$ cat src/rtl/pc_gen_pkg.sv
// ============================================================================
// Module  : pc_gen_pkg
// Brief   : Shared constants, state encoding and alignment helpers for pc_gen.
// Rev     : 1.0  initial release
// ============================================================================
`default_nettype none

package pc_gen_pkg;

    localparam int          C_ADDR_W          = 32;
    localparam logic [31:0] C_RESET_PC        = 32'h0000_3000;
    localparam logic [31:0] C_WORD_ALIGN_MASK = 32'hFFFF_FFFC;

    typedef enum logic [1:0] {
        PCG_BOOT = 2'd0,
        PCG_RUN  = 2'd1,
        PCG_HOLD = 2'd2
    } pcg_state_t;

    function automatic logic [31:0] align_word(input logic [31:0] addr);
        return addr & C_WORD_ALIGN_MASK;
    endfunction

    function automatic logic misaligned(input logic [31:0] addr);
        return |addr[1:0];
    endfunction

endpackage

`default_nettype wire

$ cat src/rtl/pc_gen_redirect_buf.sv
// ============================================================================
// Module  : pc_gen_redirect_buf
// Brief   : Single-entry pending redirect; EX entries outrank jump entries.
// Rev     : 1.0  initial release
// ============================================================================
`default_nettype none

module pc_gen_redirect_buf
    import pc_gen_pkg::*;
(
    input  logic                clk,
    input  logic                rst,
    input  logic                load,
    input  logic                clear,
    input  logic                ex_valid,
    input  logic [C_ADDR_W-1:0] ex_target,
    input  logic                jump_valid,
    input  logic [C_ADDR_W-1:0] jump_target,
    output logic                pend_v,
    output logic [C_ADDR_W-1:0] pend_tgt,
    output logic                pend_ex
);

    logic                r_pend_v;
    logic [C_ADDR_W-1:0] r_pend_tgt;
    logic                r_pend_ex;

    // A younger jump must never displace an older EX redirect already held
    logic w_jump_wr;
    assign w_jump_wr = jump_valid && !(r_pend_v && r_pend_ex);

    always_ff @(posedge clk or negedge rst) begin
        if (!rst) begin
            r_pend_v   <= 1'b0;
            r_pend_tgt <= '0;
            r_pend_ex  <= 1'b0;
        end else if (clear) begin
            r_pend_v   <= 1'b0;
        end else if (load) begin
            if (ex_valid) begin
                r_pend_v   <= 1'b1;
                r_pend_tgt <= ex_target;
                r_pend_ex  <= 1'b1;
            end else if (w_jump_wr) begin
                r_pend_v   <= 1'b1;
                r_pend_tgt <= jump_target;
                r_pend_ex  <= 1'b0;
            end
        end
    end

    assign pend_v   = r_pend_v;
    assign pend_tgt = r_pend_tgt;
    assign pend_ex  = r_pend_ex;

endmodule

`default_nettype wire

$ cat src/rtl/pc_gen.sv
// ============================================================================
// Module  : pc_gen
// Brief   : IF-stage program counter with jump/EX redirect and stall holding.
// Rev     : 1.0  initial release
// ============================================================================
`default_nettype none

module pc_gen
    import pc_gen_pkg::*;
#(
    parameter logic [31:0] RESET_PC = C_RESET_PC
) (
    input  logic        clk,
    input  logic        rst,
    input  logic        stall,
    input  logic        jump_valid,
    input  logic [31:0] jump_target,
    input  logic        ex_valid,
    input  logic [31:0] ex_target,
    output logic [31:0] pc,
    output logic [31:0] pc_plus4,
    output logic        fetch_valid,
    output logic        flush_if,
    output logic        flush_id,
    output logic        addr_err
);

    pcg_state_t  r_state;
    pcg_state_t  w_state_nxt;
    logic [31:0] r_pc;
    logic        r_flush_if;
    logic        r_flush_id;
    logic        r_addr_err;

    logic        w_pend_v;
    logic [31:0] w_pend_tgt;
    logic        w_pend_ex;

    logic        w_advance;
    logic        w_redir;
    logic        w_redir_ex;
    logic [31:0] w_redir_raw;
    logic [31:0] w_pc_nxt;

    // PC only moves once out of BOOT and with fetch ready
    assign w_advance = !stall && (r_state != PCG_BOOT);

    pc_gen_redirect_buf u_redirect_buf (
        .clk         (clk),
        .rst         (rst),
        .load        (!w_advance),
        .clear       (w_advance),
        .ex_valid    (ex_valid),
        .ex_target   (ex_target),
        .jump_valid  (jump_valid),
        .jump_target (jump_target),
        .pend_v      (w_pend_v),
        .pend_tgt    (w_pend_tgt),
        .pend_ex     (w_pend_ex)
    );

    always_comb begin
        w_state_nxt = r_state;
        case (r_state)
            PCG_BOOT: w_state_nxt = PCG_RUN;
            PCG_RUN:  if (stall)  w_state_nxt = PCG_HOLD;
            PCG_HOLD: if (!stall) w_state_nxt = PCG_RUN;
            default:  w_state_nxt = PCG_BOOT;
        endcase
    end

    // Older (EX) redirects win; live beats pending within the same class
    always_comb begin
        w_redir     = 1'b0;
        w_redir_ex  = 1'b0;
        w_redir_raw = '0;
        if (ex_valid) begin
            w_redir     = 1'b1;
            w_redir_ex  = 1'b1;
            w_redir_raw = ex_target;
        end else if (w_pend_v && w_pend_ex) begin
            w_redir     = 1'b1;
            w_redir_ex  = 1'b1;
            w_redir_raw = w_pend_tgt;
        end else if (jump_valid) begin
            w_redir     = 1'b1;
            w_redir_raw = jump_target;
        end else if (w_pend_v) begin
            w_redir     = 1'b1;
            w_redir_raw = w_pend_tgt;
        end
    end

    assign w_pc_nxt = w_redir ? align_word(w_redir_raw) : pc_plus4;

    always_ff @(posedge clk or negedge rst) begin
        if (!rst) begin
            r_state    <= PCG_BOOT;
            r_pc       <= RESET_PC;
            r_flush_if <= 1'b0;
            r_flush_id <= 1'b0;
            r_addr_err <= 1'b0;
        end else begin
            r_state    <= w_state_nxt;
            r_flush_if <= 1'b0;
            r_flush_id <= 1'b0;
            r_addr_err <= 1'b0;
            if (w_advance) begin
                r_pc       <= w_pc_nxt;
                r_flush_if <= w_redir;
                r_flush_id <= w_redir && w_redir_ex;
                r_addr_err <= w_redir && misaligned(w_redir_raw);
            end
        end
    end

    assign pc          = r_pc;
    assign pc_plus4    = r_pc + 32'd4;
    assign fetch_valid = (r_state != PCG_BOOT);
    assign flush_if    = r_flush_if;
    assign flush_id    = r_flush_id;
    assign addr_err    = r_addr_err;

endmodule

`default_nettype wire

$ cat config.mk
export PLATFORM = sky130hd
export DESIGN_NAME = pc_gen
export DESIGN_NICKNAME = d
export VERILOG_FILES = /design/src/rtl/pc_gen_pkg.sv /design/src/rtl/pc_gen_redirect_buf.sv /design/src/rtl/pc_gen.sv
export SDC_FILE = /design/constraint.sdc
export NUM_CORES = 1
export LEC_CHECK = 0
export BUFFER_PORTS_ARGS = -buffer_cell sky130_fd_sc_hd__clkbuf_2
export CAP_MARGIN = 20
export CORE_MARGIN = 2
export CORE_UTILIZATION = 44
export DETAILED_ROUTE_END_ITERATION = 10
export HOLD_SLACK_MARGIN = 0.08
export PLACE_DENSITY = 0.72
export SETUP_SLACK_MARGIN = 0.3
export SYNTH_ARGS = -nofsm -noshare
export SYNTH_HDL_FRONTEND = slang
export SYNTH_HIERARCHICAL = 1
export SYNTH_SLANG_ARGS = --single-unit
$ cat constraint.sdc
create_clock -name clk -period 2.21 [get_ports clk]
set_clock_uncertainty 0.2 [all_clocks]
set_input_delay 0.1105 -clock clk [delete_from_list [all_inputs] [get_ports clk]]
set_output_delay 0.1105 -clock clk [all_outputs]
set_load 0.005 [all_outputs]
==> results of run 1 <==
==> power by group through the flow <==
stage	Clock [W]	Combinational (W)	Sequential, W
after detailed placement	0	0.00388	0.00256
after floorplan	0	0.00246	0.00247
final	0.00144	0.00496	0.00259
after global routing	0.00151	0.00530	0.00265
after global placement	0	0.00383	0.00251
after CTS	0.00146	0.00445	0.00252
==> cells by family after synthesis <==
kind of cell / count (synthesis) / share of synthesized area (%)
AOI/OAI and AO/OA: 129 / 19.1
xor gates and xnor gates: 29 / 5.11
adders and majority gates: 1 / 0.252
buffers and inverters: 52 / 6.88
DFF: 69 / 34.8
muxes: 66 / 18.6
other: 1 / 0.0755
and+or+nand+nor: 131 / 15.1
==> state kept, by name, indices dropped and copies added (netlist names) <==
name,flops
flush_if,1
pc,30
u_redirect_buf/pend_v,1
u_redirect_buf/pend_ex,1
flush_id,1
r_state,2
u_redirect_buf/pend_tgt,32
addr_err,1
==> through the flow <==
step           total power [W]  instance area [um2]  setup TNS [ns]
3_3_place_gp           0.00634                 5940               0
4_1_cts                0.00843                 7490           -1.24
5_1_grt                0.00947                 7890           -3.10
2_1_floorplan          0.00492                 5070               0
3_5_place_dp           0.00645                 5940               0
6_report               0.00899                 7890           -1.93
==> cell usage in the layout, fill, tap and decap left out, types with 5 or more instances in the layout <==
master         Yosys  final
o221ai_1          10     10
o21a_1             9      9
xnor2_1           17      7
xor2_1            12      9
mux2_2            15      6
and4_4             0      7
clkbuf_16          0     11
inv_1              7      7
nand3_1           14     10
buf_2              3     21
mux2_4            49     58
dfrtp_2            0     11
nand2_4            0      6
xnor2_2            0      9
nand2_1           35     28
o21ai_0           20     14
nor2_1            23     18
a221o_1            5      5
o21ai_1            0      6
nand4_1           12     12
dlygate4sd3_1      0     79
clkbuf_2           1    110
dfrtp_1           67     56
nor3_1            11      6
a32oi_1           10     10
a21oi_1           28     24
buf_6              9     23
buf_4              8     67
==> worst max-delay path, stage by stage, from the launching register on <==
cell and delay [ns]:
dfrtp_2 0.42, ha_4 0.17, nand4_1 0.18, nor4_4 0.40, buf_6 0.22, nand2_4 0.08, xnor2_2 0.14, buf_2 0.14
==> layout make-up <==
cell class                 count  area, um2
multi-input combinational    360       3300
inverter                       8       35.0
clock inverter                 3       17.5
clock buffer                  13        280
tap                          140        175
sequential                    69       1740
fill                         748       3050
timing repair buffer         306       2340
==> layer usage <==
layer | GRT usage, % | vias up | part of all wire (%)
li1 | - | 2342 | -
met1 | 33.8 | 2605 | 39
met2 | 50.9 | 278 | 52
met3 | 3.53 | 47 | 6.2
met4 | 13.4 | 0 | 3.4
met5 | 0 | - | 0
==> worst max-delay path by stage <==
stage                             startpoint                 end  cells past startpoint
final                      pc[3]$_DFFE_PN0P_        pc_plus4[20]                      7
after global routing       pc[3]$_DFFE_PN0P_        pc_plus4[26]                      7
after CTS                 pc[12]$_DFFE_PN1P_        pc_plus4[30]                      6
after detailed placement   pc[3]$_DFFE_PN0P_  pc[18]$_DFFE_PN0P_                      6
after global placement     pc[9]$_DFFE_PN0P_  pc[17]$_DFFE_PN0P_                      5
after floorplan           pc[13]$_DFFE_PN1P_  pc[31]$_DFFE_PN0P_                      6
==> repair_timing <==
action / CTS / global route
buffers inserted: 33 / 14
setup endpoints to repair: 78 / 87
gates cloned: 0 / 2
gates resized for setup: 61 / 76
hold buffers: 79 / 1
endpoints found under the hold margin: 130 / 2
pin swaps: 34 / 31
==> flow_summary.toml, run 1 <==
[timing]
finalHoldViolCount = 0
rsz0062_at_grt = "true"
finalSetupViolations = 15
max_freq_mhz = 418
finalCritPeriodShare_pct = 108
hold_slack_ns = 0.0775
slew_violations = 0
min_period_ns = 2.39
fin_ws_ns = -0.181

[grt]
grt_pass1_vias = 5309
antenna_found_initial = 0
grt.total_usage_pct = 28.4
grt_max_degree = 70
overflow = 0
grt_pass1_wl_mm = 26.3

[logic_synthesis]
yosysSeqAreaShare_pct = 34.8
synth_flop_cell = "dfrtp_1"
synthCells = 478
yosysTopAreaCellShare_pct = 33.8
synth.most_common_cell = "dfrtp_1"
syn_area_per_cell_um2 = 10.4
ys_ff_latch = 69
async_flop_share_pct = 100
synth.distinct_cells = 70
synth_top_area_cell = "dfrtp_1"
synthTopCellsByArea = "dfrtp_1 (34%), mux2_4 (15%), mux2_2 (3.4%)"
synth_commonest_cells = "dfrtp_1 (67), mux2_4 (49), nand2_1 (35)"
synth_edf_count = 0
syn-cell-area_mm2 = 0.00497
synth_warnings = 6

[pwr]
ir_drop_mv = 0.698
power_frac_clock_pct = 16.0
power.switching_w = 0.00351
power_density_mw_per_mm2 = 1140
p_leak_nw = 3.75
internal_power_w = 0.00548
pwr-share-seq_pct = 28.8
p_comb_share_pct = 55.2
p_sw_share_pct = 39.0

[cts]
clockRootBuffer = "clkbuf_16"
clock_sinks = 69
clk_latency_ns = 0.33
htreeDepth = 3
cts_buffers = 9
clk_path_buf_depth = 2
clk_transition_reported_paths_ns = 0.06
cts_tree = "yes"

[setup_path]
critPathCaptureType = "primary output"
critical_path_arrival_ns = 2.08
rrSetupSlack_ns = 0
reg2reg_to = "pc[25]$_DFFE_PN0P_"
required_ns = 1.90
r2r-start = "pc[12]$_DFFE_PN1P_"
worst_setup_path_start_kind = "flip-flop"
cp_max_fo = 6
reg2reg_depth = 9
path_class = "reg2out"

[routing]
drc = 0
dr.pass1.iters = 7
routed_wirelength_mm = 18.0
antenna_left = 0
vias = 5272
wire_per_inst_um = 20.1
via_per_inst = 5.86
drt_iter0_drc = 420

[run_status]
violations = "negative setup slack"
status = "finished with violations"

[job]
cap_violations = 0

[cells_and_area]
fin_util_pct = 72.1
stdcell_count = 899
nNetsFinal = 824
n_antenna_cell = 0
area_delta_synth_final_pct = 58.8
drive_gt1_share_pct = 52.2

[placement]
hpwlAfterDp_mm = 10.9
pre_cts_slack_ns = 0.112
place_inst = 755
port_buffers = 132
globalplace.congestion = 0.914

[floorplanning]
chipWidth_um = 110
start_util_pct = 45.4
dieArea_mm2 = 0.0122
rows = 38
dieHeight_um = 110
core_mm2 = 0.0109
io_pins = 137

[worst_hold_path]
hold_start = "ex_target[27]"
min_path_cells = 4
holdPathEnd = "pc[27]$_DFFE_PN0P_"
hp-class = "in2reg"
Note: power is estimated with default switching activity, not from simulation.
==> run 2: changes to the inputs <==
SYNTH_HIERARCHICAL = unset   (was 1)
==> flow_summary.toml, run 2 <==
[run_status]
status = "finished with violations"
violations = "negative setup slack"

[logic_synthesis]
synthTopCellsByArea = "dfrtp_1 (36%), a22oi_1 (10%), o21ai_0 (6.6%)"
synth_edf_count = 0
synth_commonest_cells = "dfrtp_1 (67), a22oi_1 (62), o21ai_0 (61)"
yosysTopAreaCellShare_pct = 36.1
async_flop_share_pct = 100
synth_top_area_cell = "dfrtp_1"
ys_ff_latch = 69
synth.most_common_cell = "dfrtp_1"
synth_flop_cell = "dfrtp_1"
synth_warnings = 0
synth.distinct_cells = 58
syn-cell-area_mm2 = 0.00465
synthCells = 541
yosysSeqAreaShare_pct = 37.2
syn_area_per_cell_um2 = 8.59

[placement]
port_buffers = 132
pre_cts_slack_ns = 0.0621
post_dp_cell_area_mm2 = 0.00583
globalplace.congestion = 0.900
hpwlAfterDp_mm = 11.9

[cts]
htreeDepth = 3
clockRootBuffer = "clkbuf_8"
clk_transition_reported_paths_ns = 0.08
clock_sinks = 69
clk_path_buf_depth = 2
cts_tree = "yes"
clk_latency_ns = 0.37
cts_buffers = 9

[timing]
worst_pin_slew_ns = 0.544
finalHoldViolCount = 0
fin_ws_ns = -0.190
max_freq_mhz = 417
slew_violations = 0
rsz0062_at_grt = "true"
finalCritPeriodShare_pct = 109
min_period_ns = 2.40
maxSlewHeadroom_pct = 63.8
finalSetupViolations = 17

[setup_path]
critPathCaptureType = "primary output"
cp_slowest_cell = "dfstp_2"
worst_setup_path_start_kind = "flip-flop"
cp_max_fo = 6
path_delay_family = "simple AND/OR/NAND/NOR gates"
critPathMaxStageDelay_ns = 0.56
critical_path_arrival_ns = 2.09
required_ns = 1.90
rrSetupSlack_ns = 0.07
path_cells = "nand3_4, or4_4, nor4_4, xor2_1, buf_2"
critPathBufInv = 1
path_class = "reg2out"

[floorplanning]
dieHeight_um = 107
core_mm2 = 0.0103
dieArea_mm2 = 0.0114
rows = 37
io_pins = 137
start_util_pct = 45.2
chipWidth_um = 107

[cells_and_area]
stdcell_area_mm2 = 0.00771
drive_gt1_share_pct = 43.5
area_delta_synth_final_pct = 65.9
fillers = 711
n_antenna_cell = 0
ff_latch_area_mm2 = 0.00174
largest_register_ff_count = 32
final_common_cell = "clkbuf_2"
nNetsFinal = 867
fin_util_pct = 75.0
final_cell_mix = "clkbuf_2 (114), dlygate4sd3_1 (67), a22oi_1 (62)"
multiInputGateArea_mm2 = 0.00331

[pwr]
power.switching_w = 0.00368
power_frac_clock_pct = 13.1
pwr-share-seq_pct = 30.6
internal_power_w = 0.00478
p_comb_share_pct = 56.4
p_total_w = 0.00846
ir_drop_mv = 0.580
power_density_mw_per_mm2 = 1100
p_leak_nw = 3.48
p_sw_share_pct = 43.5

[routing]
antenna_left = 0
dr.pass1.iters = 6
via_per_inst = 6.28
vias = 5893
drt_iter0_drc = 759
wire_per_inst_um = 20.5
drc = 0
routed_wirelength_mm = 19.3

[grt]
grt.total_usage_pct = 32.5
grt_pass1_vias = 5371
overflow = 0
grt_pass1_wl_mm = 28.8
antenna_found_initial = 0
grt_max_degree = 70

[job]
cap_violations = 0

[worst_hold_path]
hp-class = "in2async"
[run 2: changes by cell type after synthesis, moves of 8 or more]
cell / before / now
a22oi_1: 2 / 62
mux2_4: 49 / 0
o21ai_0: 20 / 61
clkbuf_1: 17 / 44
mux2_2: 15 / 0
nand3_1: 14 / 28
a32oi_1: 10 / 1
buf_6: 9 / 0
nand2_1: 35 / 44
o21a_1: 9 / 0
o221ai_1: 10 / 2
[run 2: worst register-to-register path: cells and delay by family, from the launching register on]
family	cells	cell delay, ns
simple gates	3	0.37
buf+inv	4	0.59
flops	1	0.56
compound gates	2	0.37
[run 2: kinds of logic (layout without fill, tap and decap cells)]
family / Yosys count / in the layout / share of synthesized area, %
compound gates: 222 / 222 / 32.5
fa+ha+maj: 1 / 1 / 0.269
mux: 4 / 4 / 0.862
flops: 69 / 69 / 37.2
simple gates: 156 / 156 / 18.5
buf+inv: 59 / 317 / 5.14
xor+xnor: 29 / 29 / 5.47
other cells: 1 / 4 / 0.0807
[run 2: through the flow]
stage          hold WS, ns  instances  TNS, ns
2_1_floorplan       -0.385        544        0
3_3_place_gp       -0.0291        814        0
3_5_place_dp       -0.0333        814        0
4_1_cts              0.102        919    -1.63
5_1_grt              0.165        938    -3.09
6_report             0.107        938    -1.81
[run 2: cell type report]
class                      count  share of cell area (%)
clock inverter                 4                   0.617
tap                          136                    2.21
clock buffer                  12                    2.01
sequential                    69                    22.6
multi-input combinational    416                    43.0
timing repair buffer         293                    29.2
inverter                       8                   0.390
[run 2: repair_timing]
action	CTS	global route
gates resized for setup	67	102
cloned	0	1
endpoints found under the hold margin	132	0
hold buffers	67	0
setup endpoints to repair	48	79
buffers inserted	22	18
pin swaps	19	32
[run 2: power groups by stage]
stage	clock, W	sequential, W	combinational (W)
6_report	0.00110	0.00259	0.00477
5_1_grt	0.00116	0.00265	0.00510
4_1_cts	0.00110	0.00250	0.00427
3_5_place_dp	0	0.00253	0.00383
3_3_place_gp	0	0.00247	0.00374
2_1_floorplan	0	0.00252	0.00204
[run 2: layer usage]
layer / vias up / wire length [um] / track usage, %
met5: - / 0 / 0
met4: 0 / 512 / 12.8
met2: 374 / 9270 / 51.1
li1: 2592 / - / -
met1: 2877 / 7850 / 45.8
met3: 50 / 1640 / 3.83
[run 2: final timing paths]
kind / from / endpoint / cells after the start
max in group asynchronous: rst / pc[12]$_DFFE_PN1P_ / 3
hold reg to reg: u_redirect_buf.pend_tgt[2]$_DFFE_PN0P_ / u_redirect_buf.pend_tgt[2]$_DFFE_PN0P_ / 2
hold / removal: rst / pc[26]$_DFFE_PN0P_ / 3
setup reg to reg: pc[12]$_DFFE_PN1P_ / pc[25]$_DFFE_PN0P_ / 9
setup / recovery: pc[12]$_DFFE_PN1P_ / pc_plus4[31] / 5
min in group clk: stall / flush_if$_DFF_PN0_ / 4
